===== src/rtl/operacao_logica_pkg.sv =====
// Shared definitions for the serial bitwise logic unit: opcodes, FSM
// states and the default slice width.
package operacao_logica_pkg;

    localparam logic [2:0] OP_NOT  = 3'b000;
    localparam logic [2:0] OP_AND  = 3'b001;
    localparam logic [2:0] OP_OR   = 3'b010;
    localparam logic [2:0] OP_XOR  = 3'b011;
    localparam logic [2:0] OP_NAND = 3'b100;
    localparam logic [2:0] OP_NOR  = 3'b101;
    localparam logic [2:0] OP_XNOR = 3'b110;
    localparam logic [2:0] OP_PASS = 3'b111;

    localparam int SLICE_DEF = 4;

    typedef enum logic [1:0] {
        IDLE = 2'd0,
        PROC = 2'd1,
        DONE = 2'd2
    } state_e;

endpackage


===== src/rtl/operacao_logica_fatia.sv =====
// Combinational SLICE-bit logic unit; the serial top reuses one copy of
// it for every slice of the operands.
module operacao_logica_fatia
    import operacao_logica_pkg::*;
#(
    parameter int SLICE = SLICE_DEF
) (
    input  logic [2:0]       op,
    input  logic [SLICE-1:0] a_s,
    input  logic [SLICE-1:0] b_s,
    output logic [SLICE-1:0] y_s
);

    // Opcode decode; b_s is a don't-care for NOT and PASS
    always_comb begin
        y_s = a_s;
        case (op)
            OP_NOT:  y_s = ~a_s;
            OP_AND:  y_s = a_s & b_s;
            OP_OR:   y_s = a_s | b_s;
            OP_XOR:  y_s = a_s ^ b_s;
            OP_NAND: y_s = ~(a_s & b_s);
            OP_NOR:  y_s = ~(a_s | b_s);
            OP_XNOR: y_s = ~(a_s ^ b_s);
            default: y_s = a_s;
        endcase
    end

endmodule


===== src/rtl/operacao_logica_serial.sv =====
// Serial bitwise logic unit: latches two WIDTH-bit operands and an opcode,
// then produces the result one SLICE-bit slice per clock.
// Optional feature macro: OPERACAO_LOGICA_PARIDADE_EN adds a parity output
// (XOR-reduction of y) accumulated slice by slice.
module operacao_logica_serial
    import operacao_logica_pkg::*;
#(
    parameter int WIDTH = 8,
    parameter int SLICE = SLICE_DEF
) (
    input  logic             clk,
    input  logic             rst,
    input  logic             in_valid,
    output logic             in_ready,
    input  logic [WIDTH-1:0] a,
    input  logic [WIDTH-1:0] b,
    input  logic [2:0]       op,
    output logic             out_valid,
    input  logic             out_ready,
    output logic [WIDTH-1:0] y,
    output logic             zero
`ifdef OPERACAO_LOGICA_PARIDADE_EN
    ,
    output logic             parity
`endif
);

    localparam int N  = WIDTH / SLICE;
    localparam int CW = (N > 1) ? $clog2(N) : 1;

    if (WIDTH <= 0 || (WIDTH % SLICE) != 0) begin : g_bad_width
        $error("operacao_logica_serial: WIDTH must be a positive multiple of SLICE");
    end

    state_e                     state_q, state_d;
    logic [N-1:0][SLICE-1:0]    a_q, a_d, b_q, b_d, y_q, y_d;
    logic [2:0]                 op_q, op_d;
    logic [CW-1:0]              cnt_q, cnt_d;
    logic                       zero_q, zero_d;
    logic [SLICE-1:0]           ys;
`ifdef OPERACAO_LOGICA_PARIDADE_EN
    logic                       parity_q, parity_d;
`endif

    // Single shared slice unit, fed the slice selected by the counter
    operacao_logica_fatia #(.SLICE(SLICE)) u_fatia (
        .op  (op_q),
        .a_s (a_q[cnt_q]),
        .b_s (b_q[cnt_q]),
        .y_s (ys)
    );

    // State and datapath registers; reset clears everything at once
    always_ff @(posedge clk or posedge rst) begin
        if (rst) begin
            state_q  <= IDLE;
            a_q      <= '0;
            b_q      <= '0;
            op_q     <= '0;
            y_q      <= '0;
            cnt_q    <= '0;
            zero_q   <= 1'b0;
`ifdef OPERACAO_LOGICA_PARIDADE_EN
            parity_q <= 1'b0;
`endif
        end else begin
            state_q  <= state_d;
            a_q      <= a_d;
            b_q      <= b_d;
            op_q     <= op_d;
            y_q      <= y_d;
            cnt_q    <= cnt_d;
            zero_q   <= zero_d;
`ifdef OPERACAO_LOGICA_PARIDADE_EN
            parity_q <= parity_d;
`endif
        end
    end

    // Next-state, slice write-back and handshake outputs
    always_comb begin
        state_d   = state_q;
        a_d       = a_q;
        b_d       = b_q;
        op_d      = op_q;
        y_d       = y_q;
        cnt_d     = cnt_q;
        zero_d    = zero_q;
`ifdef OPERACAO_LOGICA_PARIDADE_EN
        parity_d  = parity_q;
`endif
        in_ready  = 1'b0;
        out_valid = 1'b0;
        case (state_q)
            IDLE: begin
                in_ready = 1'b1;
                if (in_valid) begin
                    a_d     = a;
                    b_d     = b;
                    op_d    = op;
                    y_d     = '0;
                    cnt_d   = '0;
                    zero_d  = 1'b0;
`ifdef OPERACAO_LOGICA_PARIDADE_EN
                    parity_d = 1'b0;
`endif
                    state_d = PROC;
                end
            end
            PROC: begin
                y_d[cnt_q] = ys;
`ifdef OPERACAO_LOGICA_PARIDADE_EN
                parity_d = parity_q ^ (^ys);
`endif
                if (cnt_q == CW'(N - 1)) begin
                    // Counter parked at 0 so it never indexes past the last slice
                    cnt_d   = '0;
                    zero_d  = (y_d == '0);
                    state_d = DONE;
                end else begin
                    cnt_d = cnt_q + 1'b1;
                end
            end
            DONE: begin
                out_valid = 1'b1;
                if (out_ready) begin
                    state_d = IDLE;
                end
            end
            default: state_d = IDLE;
        endcase
    end

    assign y      = y_q;
    assign zero   = zero_q;
`ifdef OPERACAO_LOGICA_PARIDADE_EN
    assign parity = parity_q;
`endif

endmodule


===== config.mk =====
export PLATFORM = sky130hd
export DESIGN_NAME = operacao_logica_serial
export DESIGN_NICKNAME = d
export VERILOG_FILES = /design/src/rtl/operacao_logica_pkg.sv /design/src/rtl/operacao_logica_fatia.sv /design/src/rtl/operacao_logica_serial.sv
export SDC_FILE = /design/constraint.sdc
export NUM_CORES = 1
export LEC_CHECK = 0
export CAP_MARGIN = 20
export CORE_MARGIN = 2
export CORE_UTILIZATION = 45
export DETAILED_ROUTE_END_ITERATION = 16
export GPL_ROUTABILITY_DRIVEN = 1
export HOLD_SLACK_MARGIN = 0.06
export PLACE_DENSITY = 0.7
export SLEW_MARGIN = 15
export SYNTH_ARGS = -nofsm -noshare
export SYNTH_HDL_FRONTEND = slang
export SYNTH_SLANG_ARGS = --single-unit
export TNS_END_PERCENT = 50

===== constraint.sdc =====
create_clock -name clk -period 5.1 [get_ports clk]
set_input_delay 1.02 -clock clk [delete_from_list [all_inputs] [get_ports clk]]
set_output_delay 1.02 -clock clk [all_outputs]
set_load 0.01 [all_outputs]

* Word-level counts from Yosys, hierarchy flattened
Index checks and enable logic that the tools add are counted.
** Operators by class
- Add/subtract/negate cells :: 1
- Multiply operators :: 0
- Div/mod/pow operators :: 0
- Order comparisons :: 2
- Equality and inequality tests :: 11
- Shift operators :: 0
- Mux-type cells :: 21
- Bitwise logic cells :: 7
- Reductions and logical operators :: 9
** Operators with widths (count)
- case mux 4 bit (7 select lines) :: 1
- two-way mux 4 bit :: 5
- inverter 4 bit :: 4
- case mux 8 bit (2 select lines) :: 1
- equality test 3 bit (second input constant) :: 3
- bitwise mux 8 bit :: 1
- zero test 8 bit :: 1
- two-way mux 8 bit :: 1
- equality test 3 x 2 -> 1 bit (second input constant) :: 2
- two-way mux 2 bit :: 3
- inequality test 2 bit (second input constant) :: 3
- case mux 2 bit (3 select lines) :: 1
- AND reduction 3 bit :: 2
- two-way mux 1 bit :: 5
- AND 4 bit :: 1
- demux 4 bit (select 1 bit) :: 1
- OR 4 bit :: 1
- case mux 1 bit (2 select lines) :: 2
- AND reduction 2 bit :: 2
- XOR 4 bit :: 1
- equality test 3 x 1 -> 1 bit (second input constant) :: 1
- zero test 3 bit :: 1
- equality test 2 x 1 -> 1 bit (second input constant) :: 1
- equality test 2 bit (second input constant) :: 1
- 6 further kinds :: 6
** Storage, ports and cells
- Register bits after elaboration :: 31
- Bits in latches :: 0
- Memory bits (writable) :: 0
- Bits in read-only memories :: 0
- Input bits :: 23
- Output and inout port bits :: 11
- Word-level logic and storage cells :: 61
- Memories :: 0

* Depth between registers and ports, before layout
- Depth in word-level cells :: 9
- Gate-level depth with buffers :: 11

* By module
Synthesis repeated with hierarchy kept, for this count alone.
** Second synthesis, totals
- Cells, all modules :: 163
- Area, all modules :: 1814.2 um^2
** By module, submodules not included
- operacao_logica_serial :: instances 1, cells an instance 110, area each 1401.3 um^2, sequential area each 775.7 um^2
- operacao_logica_fatia :: instances 1, cells an instance 53, area each 412.9 um^2, sequential area each 0.0 um^2

* Worst setup path after synthesis
No wires, ideal clock.
- Path type :: register -> register
- From :: register cnt_q
- To :: register zero_q (netlist: zero)
- Setup time :: 0.092 ns
- Arrival :: 2.496 ns
- Path slack :: 2.512 ns
- Cell stages (with the launch flop) :: 11
- Buffers on the path :: 3
- Period minus slack after synthesis :: 2.588 ns
- Cell sequence :: dfrtp_1 > buf_6 > clkbuf_1 > buf_2 > mux2i_1 > ha_1 > mux2_2 > a221o_1 > a22oi_2 > nand3_1 > o31ai_2
** Between the ends
- Word-level cells in the longest chain between the ends :: 9
- Elaborated cells between the ends (all ways) :: 23
** Ends and longest elaborated chain
- start: declaration :: RTL line operacao_logica_serial.sv:38 : logic [CW-1:0] cnt_q, cnt_d;
- start signal: assignment :: RTL line operacao_logica_serial.sv:72 : cnt_q <= cnt_d;
- two-way mux 4 bit, on equally long branches (2 in series) :: RTL line operacao_logica_serial.sv:48, operacao_logica_serial.sv:49
- XOR 4 bit (tied with other cells) :: RTL line operacao_logica_fatia.sv:21, operacao_logica_fatia.sv:24
- inverter 4 bit, on equally long branches :: RTL line operacao_logica_fatia.sv:24, operacao_logica_fatia.sv:22, operacao_logica_fatia.sv:23
- case mux 4 bit (7 select lines) :: RTL line operacao_logica_fatia.sv:17 : case (op)
- bitwise mux 8 bit :: RTL line operacao_logica_serial.sv:111 : y_d[cnt_q] = ys;
- zero test 8 bit :: RTL line operacao_logica_serial.sv:118 : zero_d = (y_d == '0);
- two-way mux 1 bit :: RTL line operacao_logica_serial.sv:115 : if (cnt_q == CW'(N - 1)) begin
- case mux 1 bit (2 select lines) :: RTL line operacao_logica_serial.sv:94 : case (state_q)
- end signal: assignment :: RTL line operacao_logica_serial.sv:73 : zero_q <= zero_d;
- end: declaration :: RTL line operacao_logica_serial.sv:39 : logic zero_q, zero_d;
Parallel ways exist; a longest one is shown, timed or not. The select of a mux whose other input is x is not followed.
A chain may end at the register's enable or synchronous reset.

* Worst setup path after layout
Ends and elaborated chain as after synthesis.

==> summary.txt <==
Critical path
  – Critical-path top delay cell: dfrtp_1
  – Buf/Inv on CP: 1
  – Worst EP arrival: 3260 ps
  – Crit path required time: 5310 ps
  – Family with the most delay on the worst path: flip-flops
  – Critical-path cell list: mux2i_1 > inv_1 > ha_1 > mux2_2 > a221o_1 > a22oi_2 > nand3_1 > o31ai_2
  – Setup CP Type: reg -> reg
  – CP Capture Type: register
  – Slowest stage delay, CP: 910 ps
  – Crit Path Max Fanout: 25
  – Worst Setup Start Kind: register

Yosys
  – Sequential fraction of the synthesis area: 41.3%
  – Post-synth EDFFs: 0
  – Area share of the largest cell type after synthesis: 41.3%
  – Netlist cell types: 46
  – Yosys reg bits: 31
  – Yosys warning count: 0
  – Synth area leader: dfrtp_1
  – Top post-synthesis cells by area: dfrtp_1 41%, mux2_2 13%, ha_1 5.3%
  – Top_reg_cell synth: dfrtp_1
  – Syn avg cell area: 10.1 um^2
  – Post-synth net total: 217
  – Post-Syn Area: 1880 um^2
  – Async S/R FF share, synth: 100%
  – Mapped Cells: 186

STA
  – Tcrit/Tclk final: 59.9%
  – Final Critical Period: 3060 ps
  – Relative slew slack: 41.6%
  – Worst-Margin Slew: 876 ps
  – Clock skew: 6.65 ps
  – Final setup fails: 0
  – Achievable Freq: 327 MHz
  – Final hold violations: 0
  – Fin worst setup slack: 2040 ps
  – Max-slew violation count: 0
  – RSZ-0062 raised after global routing: no
  – Setup total negative slack: 0 ps

Finish
  – Most common cell after layout, fill and taps aside: clkdlybuf4s50_1
  – Fill cells: 350
  – Non-filler cells, final: 264
  – Net count, final: 246
  – Area grow syn2layout: 22.9%
  – Most frequent cells in the layout: 33 x clkdlybuf4s50_1, 31 x dfrtp_1, 21 x mux2_2
  – Core Util, Final: 57.7%
  – Ant diodes: 0
  – Post-route cell area: 2310 um^2
  – Layout cells sized above 1: 14.5%

Global route
  – Total congestion overflow: 0
  – Initial antenna violation count: 0
  – First-pass GRT wire length: 7230 um
  – Number of global-route vias before repair: 1520
  – Largest net degree at the start of global routing: 26
  – GRT Total Usage: 21.0%

Clocking
  – # Post-CTS Setup Buffers: 0
  – CTS tree: done
  – Post_cts resized: 0
  – Worst-skew pair later-pin latency: 290 ps
  – CTS Buf Count: 5
  – H-tree levels: 2
  – CTS Root Cell: clkbuf_8
  – Clock buffer depth: 2
  – Reg clk slew, reported paths: 60 ps
  – Post-CTS Hold Buffers: 0
  – Sink Count: 31

Flow run
  – Total of max-cap violations: 0

Status
  – Status: completed

Route
  – WL final: 4150 um
  – DR pass1 iterations: 4
  – Antenna Nets Post-Route: 0
  – DR iter-0 viols: 85
  – Via count: 1489
  – Wire length per cell after detailed routing: 15.7 um
  – Via/cell ratio: 5.64
  – # DRC: 0

Worst hold path
  – Worst min-delay path class: reg -> reg

Power
  – Lkg Pwr: 0.00101 uW
  – IR drop worst, VDD: 0.000276 V
  – Power density over the cells: 672 nW/um^2

Placement
  – GPL Wtd Cong: 0.858
  – DP HPWL: 3080 um
  – DP Area: 2240 um^2
  – Dpl ws: 2090 ps
  – Buffers added on ports: 33
  – Dpl cells: 258

Die
  – Initial core utilization: 47.0%
  – Core area: 4000 um^2
  – Die H: 68.6 um
  – Full die area: 4710 um^2
  – Num ports: 34
  – Row count: 23
  – Die X: 68.6 um
## cell type report
| cell class | count | area (um^2) | area share [%] |
|---|---|---|---|
| Multi-Input combinational cell | 126 | 977 | 42.3 |
| Inverter | 17 | 63.8 | 2.76 |
| Tap cell | 50 | 62.6 | 2.71 |
| Timing Repair Buffer | 34 | 358 | 15.5 |
| Sequential cell | 31 | 776 | 33.6 |
| Clock buffer | 6 | 72.6 | 3.14 |
## sequential cells by signal, indices dropped and copies added (netlist names)
name,cells
a_q,8
b_q,8
y,8
op_q,3
state_q,2
cnt_q,1
zero,1
## synth_stat cells (2+ instances only)
library cell and count:
o22ai_1 3, o31ai_1 2, a22o_1 4, o211ai_1 2, and3_1 2, or2_2 2
or3_1 3, dfrtp_1 31, buf_2 8, inv_1 17, a21oi_1 4, nand2b_1 5
nand2_1 13, a21o_1 2, o21ai_0 6, o21ai_1 3, ha_1 8, nand3_1 3
nor2_1 8, mux2_2 21, nor2b_1 2, nand3b_1 2, mux2i_1 10, clkbuf_1 3
## logic make-up (layout without fill, tap and decap cells)
family / Yosys count / after routing / share of synthesized area [%]
and+or+nand+nor: 44 / 44 / 11.9
DFF: 31 / 31 / 41.3
AOI/OAI and AO/OA: 42 / 42 / 16.3
adders and majority gates: 8 / 8 / 5.33
muxes: 32 / 32 / 18.5
buffers and inverters: 29 / 57 / 6.72
## worst paths after layout
path	startpoint	end	slack, ps	cells past startpoint
worst max-delay path	cnt_q	zero	2040	8
worst min-delay path	b_q[5]	b_q[5]	510	1
worst max register to register	cnt_q	zero	2040	8
worst min register to register	b_q[5]	b_q[5]	510	1
max in group asynchronous	rst	b_q[6]	3580	3
min in group asynchronous	rst	y[0]	1040	2
## routing by layer
layer  share of wire, %  track usage, %  up-vias
li1                   -               -      723
met1                 45            26.4      728
met2                 50            34.7       32
met3                3.4            4.87        6
met4                1.9            8.00        0
met5                  0               0        -
## per-stage QoR
step | hold WS (ps) | power, uW
after floorplan | 480 | 1150
after global placement | 494 | 1320
after detailed placement | 504 | 1370
after CTS | 518 | 1560
after global routing | 540 | 1690
final | 511 | 1550
## report_power, final
group / internal [uW] / switching (uW) / leakage (uW) / total, uW
sequential: 356 / 173 / 0.000380 / 529
combinational: 445 / 398 / 0.000597 / 843
clock: 90.7 / 88.6 / 0.0000371 / 179
Power figures use the tool's default switching activity.
